===== src/rtl/exe_branch_status_unit.sv =====
// ---------------------------------------------------------------------------
// exe_branch_status_unit
//
// Execute-stage control block sitting after the ID/EX pipeline register.
// It resolves taken branches into a target address and a flush request,
// stretches that flush over FLUSH_CYCLES cycles with a small FSM, and owns
// the architectural status register read back by the ID stage.
//
// Parameters:
//   FLUSH_CYCLES   cycles flush stays high per taken branch (1..15)
//
// Ports:
//   clk            clock, rising edge
//   rst            asynchronous active-high reset
//   freeze         memory-stage stall; all state holds
//   b, s           branch / set-flags flags from ID/EX
//   pc             PC from ID/EX
//   imm_signed_24  branch offset in words
//   alu_flags      {N,Z,C,V} from the ALU
//   stats_clr      synchronous clear of the taken-branch counter
//   branch_taken   selects branch_addr in IF
//   branch_addr    branch target, pc + (sext(imm) << 2)
//   flush          clears IF/ID and ID/EX
//   sr             status register {N,Z,C,V}
//   branch_count   taken-branch count (0 unless stats enabled)
//
// Optional feature:
//   BRANCH_STATS_EN  when defined, builds the saturating 16-bit taken-branch
//                    counter; otherwise branch_count is tied to zero.
// ---------------------------------------------------------------------------
module exe_branch_status_unit #(
  parameter int unsigned FLUSH_CYCLES = 1
) (
  input  logic        clk,
  input  logic        rst,
  input  logic        freeze,
  input  logic        b,
  input  logic        s,
  input  logic [31:0] pc,
  input  logic [23:0] imm_signed_24,
  input  logic [3:0]  alu_flags,
  input  logic        stats_clr,
  output logic        branch_taken,
  output logic [31:0] branch_addr,
  output logic        flush,
  output logic [3:0]  sr,
  output logic [15:0] branch_count
);

  typedef enum logic {
    IDLE  = 1'b0,
    FLUSH = 1'b1
  } state_t;

  state_t      state_q, state_d;
  logic [3:0]  cnt_q, cnt_d;
  logic [3:0]  sr_q, sr_d;
  logic        take;

  // Word offset sign-extended and scaled to bytes; wraps modulo 2^32.
  assign branch_addr = pc + {{6{imm_signed_24[23]}}, imm_signed_24, 2'b00};

  // A branch is only taken from IDLE; while flushing, b belongs to a
  // squashed instruction and is ignored.
  assign take = (state_q == IDLE) && b && !freeze;

  always_comb begin
    state_d      = state_q;
    cnt_d        = cnt_q;
    sr_d         = sr_q;
    branch_taken = take;
    // In FLUSH the flush holds even under freeze so squashed stages stay clear.
    flush        = take || (state_q == FLUSH);

    if (!freeze) begin
      case (state_q)
        IDLE: begin
          if (s) begin
            sr_d = alu_flags;
          end
          if (take && (FLUSH_CYCLES > 1)) begin
            state_d = FLUSH;
            cnt_d   = 4'(FLUSH_CYCLES - 1);
          end
        end
        FLUSH: begin
          cnt_d = cnt_q - 4'd1;
          if (cnt_q == 4'd1) begin
            state_d = IDLE;
          end
        end
        default: begin
          state_d = IDLE;
          cnt_d   = 4'd0;
        end
      endcase
    end
  end

  always_ff @(posedge clk or posedge rst) begin
    if (rst) begin
      state_q <= IDLE;
      cnt_q   <= 4'd0;
      sr_q    <= 4'd0;
    end else begin
      state_q <= state_d;
      cnt_q   <= cnt_d;
      sr_q    <= sr_d;
    end
  end

  assign sr = sr_q;

`ifdef BRANCH_STATS_EN
  logic [15:0] branch_count_q, branch_count_d;

  // Clear wins over an increment; the count saturates instead of wrapping.
  always_comb begin
    branch_count_d = branch_count_q;
    if (!freeze) begin
      if (stats_clr) begin
        branch_count_d = 16'd0;
      end else if (take && (branch_count_q != 16'hFFFF)) begin
        branch_count_d = branch_count_q + 16'd1;
      end
    end
  end

  always_ff @(posedge clk or posedge rst) begin
    if (rst) begin
      branch_count_q <= 16'd0;
    end else begin
      branch_count_q <= branch_count_d;
    end
  end

  assign branch_count = branch_count_q;
`else
  logic unused_stats_clr;

  assign unused_stats_clr = stats_clr;
  assign branch_count     = 16'd0;
`endif

endmodule


===== config.mk =====
export PLATFORM = sky130hd
export DESIGN_NAME = exe_branch_status_unit
export DESIGN_NICKNAME = d
export VERILOG_FILES = /design/src/rtl/exe_branch_status_unit.sv
export SDC_FILE = /design/constraint.sdc
export NUM_CORES = 1
export LEC_CHECK = 0
export BUFFER_PORTS_ARGS = -buffer_cell sky130_fd_sc_hd__buf_2
export CAP_MARGIN = 20
export CORE_MARGIN = 2
export CORE_UTILIZATION = 50
export CTS_CLUSTER_SIZE = 12
export DETAILED_ROUTE_END_ITERATION = 10
export GPL_TIMING_DRIVEN = 0
export PLACE_DENSITY = 0.89
export SLEW_MARGIN = 5
export SYNTH_ARGS = -nofsm -noshare
export SYNTH_HDL_FRONTEND = slang
export SYNTH_SLANG_ARGS = --single-unit

===== constraint.sdc =====
create_clock -name clk -period 5.3 [get_ports clk]
set_clock_uncertainty 0.1 [all_clocks]
set_input_delay 0.53 -clock clk [delete_from_list [all_inputs] [get_ports clk]]
set_output_delay 0.53 -clock clk [all_outputs]
set_load 0.02 [all_outputs]

==> results of run 1 <==
## layer usage
metal | track usage (%) | part of all wire [%] | vias up
li1 | - | - | 1353
met1 | 30.8 | 45 | 1151
met2 | 39.9 | 48 | 94
met3 | 2.67 | 6.4 | 4
met4 | 3.77 | 0.50 | 0
met5 | 0 | 0 | -
## through the flow
| stage | utilization [%] | total power (µW) | area (µm²) |
|---|---|---|---|
| after CTS | 67.6 | 567 | 2960 |
| after global placement | 66.6 | 481 | 2920 |
| final | 67.6 | 566 | 2960 |
| after detailed placement | 66.6 | 488 | 2920 |
| after floorplan | - | 371 | 2350 |
| after global routing | 67.6 | 614 | 2960 |
## state kept, by name (all words and copies together), names as in the netlist
| register | flops |
|---|---|
| cnt_q | 4 |
| sr | 4 |
| state_q | 1 |
## kinds of logic (layout without fill, tap and decap cells)
group	count (synthesis)	in the layout
multiplexers	5	5
flip-flops	9	9
XOR/XNOR	28	28
other	1	16
buffers and inverters	37	141
AND/OR/NAND/NOR	103	103
AO/OA/AOI/OAI	95	95
adder cells (fa/ha/maj)	32	32
## synth_stat cells, types with 3 or more instances
master      n  area share [%]
o21ai_0    11             2.4
a21o_1      6             2.0
nand3_1     3            0.65
clkbuf_1    9             1.5
nand2_1    36             5.9
and3_1      3            0.82
mux2_2      5             2.5
nand4_1     5             1.4
inv_1       8             1.3
xnor2_1    18             6.9
xor2_1     10             3.8
a2111oi_0   4             1.5
nor3b_1     5             1.6
o211ai_1    4             1.3
nor2_1     25             4.1
buf_4      18             5.9
or3_1       3            0.82
nor3_1      5             1.1
a211oi_1    3            0.98
ha_1       31              17
a21oi_1    30             6.5
o21a_1      4             1.3
nor2b_1     4             1.1
nand2b_1    3            0.82
o21ai_1    10             2.2
dfrtp_1     9             9.8
## worst max-delay path by stage
stage                 endpoint  cells past startpoint  slack, ns
6_report       branch_addr[30]                     11       1.77
5_1_grt        branch_addr[30]                     11       1.56
4_1_cts        branch_addr[30]                     11       1.75
3_5_place_dp   branch_addr[30]                     11       1.77
3_3_place_gp   branch_addr[30]                     11       1.78
2_1_floorplan  branch_addr[30]                      9       2.06
## cell type report
| cell class | instances | share of cell area [%] |
|---|---|---|
| Multi-Input combinational cell | 279 | 64.8 |
| Timing Repair Buffer | 100 | 16.9 |
| Sequential cell | 9 | 7.60 |
| Buffer | 29 | 6.04 |
| Tap cell | 52 | 2.20 |
| Clock buffer | 4 | 1.52 |
| Inverter | 8 | 1.01 |
## power groups by stage
stage,registers (µW),clock network [µW],logic (µW)
3_3_place_gp,76.2,0,405
5_1_grt,76.2,85.4,452
4_1_cts,75.6,78.5,413
6_report,75.5,77.1,413
2_1_floorplan,82.3,0,289
3_5_place_dp,76.7,0,411
==> run summary, run 1 <==
Outcome: complete, no violations
XOR/XNOR Fraction of Synth Area: 10.7%
Seq cells post-synth: 9
Clock Sink Count: 9
Worst-Margin Slew: 0.556 ns
Resize count post-CTS: 0
CTS tree: done
Final Hold Vio Count: 0
Worst R2R Start: state_q
Internal: 287 µW
Fin crit share: 66.6%
Async SR Flop Fraction: 100%
Commonest non-fill, non-tap cell in the layout: buf_2
CP peak stage delay: 0.40 ns
Area Growth Syn to Fin: 29.0%
Critical Path Slowest Stage Cell: fa_1
Die X: 71.8 µm
Hold WS: 0.151 ns
Worst-Skew Late Latency: 0.23 ns
Post-synthesis simple-gate area fraction: 22.6%
Vias per inst: 5.41
CP Cell Sequence: buf_2, ha_1, inv_1, fa_1, nor2b_1, o2111ai_1, a211oi_1, and4b_1, or2_4, o311ai_2, buf_2
Cell count after synthesis: 310
RSZ-0062 raised after global routing: no
Worst EP arrival: 2.90 ns
Worst Setup End Kind: output port
Hold buffer count at cts: 0
Overall routing resource usage: 22.9%
Wire per inst: 12.4 µm
Period minus WS final: 3.53 ns
Post-Place Cells: 477
Most Frequent Cell on Critical Path: buf_2
Critical path class: input pin to output port
F_max: 283 MHz
Critical Path Start Type: input pin
Power per Cell Area: 191 nW/µm²
Worst-path clk slew: 0.05 ns
Most frequent cells in the layout: buf_2, nand2_1, ha_1
P_leak: 0.00147 µW
Postcts setup bufs: 0
Critical Path RT: 4.67 ns
Clock power share: 13.6%
Post-synth EDFFs: 0
R2r endpoint: sr[2]
Port bufs: 100
IO Count: 120
Reg area: 225 µm²
Antenna Violating Nets Remaining: 0
Post-Syn Area per Cell: 7.41 µm²
Initial antenna violation count: 0
Number of max-cap violations: 0
CP Buf/Inv Count: 3
Max_slew headroom: 62.0%
Crit path from: pc[2]
Largest family of logic cells by synthesized area: compound AO/OA/AOI/OAI gates
Detailed-route DRC error count: 0
CTS buffer count: 3
H-tree depth: 1
Pre-CTS setup slack: 1.77 ns
Diodes inserted: 0
Vias in the first global route: 2354
Sequential Power Share: 13.3%
DIE AREA: 5150 µm²
HP Class: input pin to asynchronous set/reset pin
DR vias: 2602
Core Rows: 24
Most used DFF post-synth: dfrtp_1
Share of total power in combinational logic: 73.0%
GRT overflow: 0
Crit-path max FO: 3
Max-slew violations: 0
Ys Warns: 0
Share of cells above drive strength 1: 31.7%
Worst vdd ir: 0.289 mV
# fillers: 394
Psw: 279 µW
Post-synthesis compound-gate area fraction: 27.5%
Setup WS post-layout: 1.77 ns
Synth Area in Adders: 17.8%
Post-synth cell types: 58
Clock Tree Buf Depth: 2
Setup TNS: 0 ns
Finished Layout Cells: 481
First-pass GRT wire length: 9990 µm
Root buffer cell: clkbuf_8
Die height: 71.8 µm
Fin nets: 528
Sw Share: 49.2%
Worst Reg2Reg Path Length in Cells: 2
Initial DRC Count: 146
Total wire length: 5940 µm
Final HPWL DP: 5130 µm
Sequential area share after synthesis: 9.80%
Area taken by multi-input logic gates: 1920 µm²
Final setup fails: 0
CP delay by family, top: compound AO/OA/AOI/OAI gates
Reg2Reg Setup Slack: 3.71 ns
Core area: 4380 µm²
Final GP Congestion: 0.901
Initial Util: 52.4%
Post-synthesis instance area: 2300 µm²
Post-synthesis mux area share: 2.45%
Largest net degree at the start of global routing: 11
Drt first pass iters: 4
Power figures use the tool's default switching activity.
==> inputs of run 2 (changes only) <==
--- a/config.mk
+++ b/config.mk
@@ -5,14 +5,15 @@
 export SDC_FILE = /design/constraint.sdc
 export NUM_CORES = 1
 export LEC_CHECK = 0
+export ABC_AREA = 1
 export BUFFER_PORTS_ARGS = -buffer_cell sky130_fd_sc_hd__buf_2
 export CAP_MARGIN = 20
 export CORE_MARGIN = 2
-export CORE_UTILIZATION = 50
+export CORE_UTILIZATION = 45
 export CTS_CLUSTER_SIZE = 12
 export DETAILED_ROUTE_END_ITERATION = 10
 export GPL_TIMING_DRIVEN = 0
-export PLACE_DENSITY = 0.89
+export PLACE_DENSITY = 0.81
 export SLEW_MARGIN = 5
 export SYNTH_ARGS = -nofsm -noshare
 export SYNTH_HDL_FRONTEND = slang
==> constraint.sdc (replaced) <==
create_clock -name clk -period 3.05 [get_ports clk]
set_clock_uncertainty 0.1 [all_clocks]
set_input_delay 0.305 -clock clk [delete_from_list [all_inputs] [get_ports clk]]
set_output_delay 0.305 -clock clk [all_outputs]
set_load 0.02 [all_outputs]
==> run summary, run 2 <==
Worst vdd ir: 0.411 mV
Total wire length: 7250 µm
Area after DPL: 3420 µm²
Die X: 82.4 µm
Critical Path Slowest Stage Cell: fa_1
Share of total power in combinational logic: 71.4%
P_leak: 0.00230 µW
Final GP Congestion: 0.894
Wire per inst: 10.4 µm
CP Buf/Inv Count: 4
Crit-path max FO: 4
First-pass GRT wire length: 11700 µm
Share of cells above drive strength 1: 25.3%
Critical Path Start Type: input pin
Fin nets: 719
Period minus WS final: 2.53 ns
Area contributors post-synth: nand2_1, ha_1, inv_1
Max-slew violations: 0
Clock Sink Count: 9
# fillers: 604
Largest net degree at the start of global routing: 10
Post-synth EDFFs: 0
Vias per inst: 4.60
Drt first pass iters: 4
Fin crit share: 82.8%
Vias in the first global route: 2883
Met2 GRT Util: 40.5%
Worst-Skew Late Latency: 0.23 ns
H-tree depth: 1
Most Frequent Cell on Critical Path: nand2_1
Critical Path RT: 2.64 ns
Critical path class: input pin to output port
DIE AREA: 6790 µm²
GR Util met1: 26.9%
Final HPWL DP: 6550 µm
Clock Tree Buf Depth: 2
CP peak stage delay: 0.41 ns
Die height: 82.4 µm
Outcome: complete, no violations
List of most frequent post-synthesis cells: nand2_1, inv_1, nor2_1, ha_1, nand3_1
Commonest non-fill, non-tap cell in the layout: nand2_1
HP Class: input pin to register
Power per Cell Area: 357 nW/µm²
Async SR Flop Fraction: 100%
Resize count post-CTS: 0
Most used DFF post-synth: dfrtp_1
Area taken by multi-input logic gates: 2080 µm²
Psw: 644 µW
Setup TNS: 0 ns
Clock power share: 11.2%
Cell with the most instances after synthesis: nand2_1
Detailed-route DRC error count: 0
Area leader, netlist: nand2_1
Sequential area share after synthesis: 8.14%
Seq cells post-synth: 9
Gr busiest metal: met2
RSZ-0062 raised after global routing: no
Post-Syn Area per Cell: 5.54 µm²
Initial DRC Count: 128
Final Cell Area: 3470 µm²
Worst EP arrival: 2.12 ns
F_max: 396 MHz
Reg area: 225 µm²
Final Hold Vio Count: 0
Post-synth cell types: 27
Post-synthesis instance area: 2770 µm²
Initial antenna violation count: 0
CTS tree: done
Share of the synthesized area in the top cell type: 25.6%
Internal: 596 µW
Antenna Violating Nets Remaining: 0
DR vias: 3194
CTS buffer count: 3
GR Util met3: 1.52%
Number of max-cap violations: 0
GRT overflow: 0
Worst Setup End Kind: output port
Sw Share: 52.0%
Worst-path clk slew: 0.04 ns
Overall routing resource usage: 21.6%
CP Cell Sequence: buf_2, ha_1, inv_1, fa_1, inv_1, nand3_1, nand3_1, nand2_1, nand2_1, nand2_1, nand3_1, nand2_1, nand2_1, buf_2
Area Growth Syn to Fin: 25.5%
Diodes inserted: 0
Port bufs: 100
Cell count after synthesis: 500
IO Count: 120
CP delay by family, top: simple AND/OR/NAND/NOR gates
Postcts setup bufs: 0
Initial Util: 46.7%
Hold buffer count at cts: 1
Most frequent cells in the layout: nand2_1, inv_1, buf_2
Final setup fails: 0
Ys Warns: 0
Sequential Power Share: 17.4%
Core area: 5920 µm²
Core Rows: 28
Root buffer cell: clkbuf_8
==> run 2: cell count changes after synthesis, moves of 9 or more <==
cell      delta
a21oi_1      -9
inv_1       +92
xnor2_1     -16
clkbuf_1     -9
nand2_2     +11
nand3_1     +22
nand2_1    +153
nor2_1      +12
o21ai_0      -9
o21ai_1     -10
==> run 2: power groups by stage <==
| stage | clock network, µW | registers [µW] | logic (µW) |
|---|---|---|---|
| after detailed placement | 0 | 215 | 884 |
| after global routing | 149 | 221 | 992 |
| after CTS | 142 | 215 | 889 |
| after global placement | 0 | 211 | 862 |
| after floorplan | 0 | 242 | 596 |
| final | 139 | 215 | 885 |
==> run 2: path summary, 6_finish.rpt <==
kind | startpoint | to | slack (ns) | cells after the start
setup / recovery | pc[2] | branch_addr[26] | 0.52 | 14
hold / removal | alu_flags[0] | sr[0] | 0.21 | 2
setup reg to reg | state_q | cnt_q[3] | 1.80 | 4
hold reg to reg | cnt_q[0] | cnt_q[0] | 0.42 | 1
max in group asynchronous | rst | sr[2] | 2.13 | 3
min in group asynchronous | rst | cnt_q[1] | 0.47 | 3
==> run 2: worst register-to-register path: cells and delay by family (launching register included) <==
family | cells | cell delay (ns)
xor gates and xnor gates | 1 | 0.17
buffers and inverters | 1 | 0.08
DFF | 1 | 0.35
and+or+nand+nor | 2 | 0.43
==> run 2: per-layer routing <==
layer,up-vias,wire length (µm)
li1,1732,-
met1,1362,3200
met2,94,3570
met3,6,427
met4,0,51
met5,-,0
==> run 2: cell type report <==
| class | count | share of cell area [%] |
|---|---|---|
| clock buffers | 3 | 1.19 |
| plain buffers | 18 | 3.89 |
| well taps | 75 | 2.70 |
| multi-input cells | 386 | 59.9 |
| flip-flops and latches | 9 | 6.48 |
| clock inverters | 1 | 0.144 |
| inverters | 102 | 11.0 |
| repair buffers | 101 | 14.7 |
==> run 2: per-stage QoR <==
stage / setup slack [ns] / std cells / utilization, % / power (µW) / hold slack, ns
finish: 0.524 / 695 / 58.7 / 1240 / 0.209
global route: 0.365 / 695 / 58.7 / 1360 / 0.211
CTS: 0.516 / 695 / 58.7 / 1250 / 0.206
detailed placement: 0.522 / 690 / 57.7 / 1100 / 0.185
floorplan: 0.904 / 515 / - / 838 / 0.0329
global placement: 0.568 / 690 / 57.7 / 1070 / 0.172
==> run 2: kinds of logic (layout without fill, tap and decap cells) <==
group                    count (synthesis)  after routing  synth area share (%)
AND/OR/NAND/NOR                        284            284                  44.0
buffers and inverters                  120            225                  18.7
AO/OA/AOI/OAI                           33             33                  7.23
adder cells (fa/ha/maj)                 32             32                  14.7
XOR/XNOR                                17             17                  5.38
flip-flops                               9              9                  8.14
multiplexers                             4              4                  1.63
other                                    1             16                 0.135
==> inputs of run 3 (changes only) <==
--- a/config.mk
+++ b/config.mk
@@ -9,11 +9,11 @@
 export BUFFER_PORTS_ARGS = -buffer_cell sky130_fd_sc_hd__buf_2
 export CAP_MARGIN = 20
 export CORE_MARGIN = 2
-export CORE_UTILIZATION = 45
+export CORE_UTILIZATION = 50
 export CTS_CLUSTER_SIZE = 12
 export DETAILED_ROUTE_END_ITERATION = 10
 export GPL_TIMING_DRIVEN = 0
-export PLACE_DENSITY = 0.81
+export PLACE_DENSITY = 0.86
 export SLEW_MARGIN = 5
 export SYNTH_ARGS = -nofsm -noshare
 export SYNTH_HDL_FRONTEND = slang
==> constraint.sdc (replaced) <==
create_clock -name clk -period 2.6 [get_ports clk]
set_clock_uncertainty 0.1 [all_clocks]
set_input_delay 0.26 -clock clk [delete_from_list [all_inputs] [get_ports clk]]
set_output_delay 0.26 -clock clk [all_outputs]
set_load 0.02 [all_outputs]
==> run summary, run 3 (synthesis gave the netlist of run 2 again) <==
CTS buffer count: 3
Met2 GRT Util: 45.3%
Setup TNS: 0 ns
Crit-path max FO: 4
Detailed-route DRC error count: 0
Diodes inserted: 0
Worst Reg2Reg Path Length in Cells: 4
HP Class: input pin to register
Largest net degree at the start of global routing: 10
Root buffer cell: clkbuf_8
Core area: 5440 µm²
Core Rows: 27
GRT overflow: 0
Initial Util: 50.9%
Wire per inst: 10.5 µm
Clock Sink Count: 9
Power per Cell Area: 421 nW/µm²
Clock Tree Buf Depth: 2
Final GP Congestion: 0.951
Fin crit share: 90.3%
Most frequent cells in the layout: nand2_1, inv_1, buf_2
Critical Path Start Type: input pin
Final HPWL DP: 6450 µm
GR Util met1: 27.5%
Initial antenna violation count: 0
Final Hold Vio Count: 0
IO Count: 120
DR vias: 3270
P_leak: 0.00231 µW
CP peak stage delay: 0.42 ns
Vias per inst: 4.73
Antenna Violating Nets Remaining: 0
Share of cells above drive strength 1: 25.3%
Commonest non-fill, non-tap cell in the layout: nand2_1
Final setup fails: 0
Critical Path Slowest Stage Cell: fa_1
Initial DRC Count: 138
Most Frequent Cell on Critical Path: nand2_1
First-pass GRT wire length: 12000 µm
F_max: 426 MHz
Worst vdd ir: 0.518 mV
H-tree depth: 1
Max-slew violations: 0
CP delay by family, top: simple AND/OR/NAND/NOR gates
HP Start: alu_flags[2]
Area after DPL: 3410 µm²
Worst Setup End Kind: output port
Critical path depth in cells: 14
Fin nets: 719
Drt first pass iters: 4
Reg2Reg Setup Slack: 1.30 ns
RSZ-0062 raised after global routing: no
Period minus WS final: 2.35 ns
Final Cell Area: 3470 µm²
Die height: 78.4 µm
Setup WS post-layout: 0.253 ns
Pre-CTS setup slack: 0.203 ns
Number of max-cap violations: 0
Worst EP arrival: 1.99 ns
Overall routing resource usage: 23.6%
DIE AREA: 6150 µm²
Postcts setup bufs: 0
GR Util met3: 1.72%
Port bufs: 100
Die X: 78.4 µm
Critical path class: input pin to output port
Worst-Skew Late Latency: 0.24 ns
CP Cell Sequence: buf_2, ha_1, inv_1, fa_1, inv_1, nand3_1, nand3_2, nand2_1, nand2_1, nand2_1, nand3_1, nand2_1, nand2_1, buf_2
Outcome: complete, no violations
Total wire length: 7290 µm
Worst R2R Start: state_q
R2r endpoint: cnt_q[3]
Crit path from: pc[2]
Area Growth Syn to Fin: 25.5%
Crit path to: branch_addr[26]
Hold depth: 2
Gr busiest metal: met2
CTS tree: done
CP Buf/Inv Count: 4
Critical Path RT: 2.24 ns
Worst-path clk slew: 0.04 ns
Vias in the first global route: 2997
==> run 3: per-stage QoR <==
step	hold slack (ns)	util [%]	power, µW	instances
floorplan	-0.0121	-	983	515
global placement	0.125	62.8	1250	687
detailed placement	0.134	62.8	1290	687
CTS	0.148	63.8	1470	692
global route	0.155	63.9	1590	692
finish	0.154	63.9	1460	692
==> run 3: per-layer routing <==
layer | up-vias | part of all wire (%)
met5 | - | 0
met1 | 1432 | 42
met4 | 0 | 1.3
met2 | 103 | 51
li1 | 1727 | -
met3 | 8 | 6.4
==> run 3: cell type report <==
class / count / area [µm²]
Tap cell: 72 / 90.1
Clock buffer: 4 / 45.0
Buffer: 18 / 135
Sequential cell: 9 / 225
Fill cell: 567 / 1960
Timing Repair Buffer: 101 / 510
Multi-Input combinational cell: 386 / 2090
Inverter: 102 / 383
==> run 3: power by group <==
part / internal [µW] / switching, µW
combinational: 382 / 661
sequential: 213 / 38.1
clock: 107 / 60.3
total: 702 / 759
==> run 3: worst min path at each step <==
| stage | endpoint | slack (ns) |
|---|---|---|
| floorplan | cnt_q[0] | -0.01 |
| global placement | sr[0] | 0.13 |
| detailed placement | sr[2] | 0.13 |
| CTS | sr[2] | 0.15 |
| global route | sr[0] | 0.15 |
| finish | sr[2] | 0.15 |
==> run 3: timing repair <==
item	in CTS	in global routing
endpoints found under the hold margin	9	0
gates resized for setup	0	1
setup endpoints to repair	0	1
hold buffers	1	0
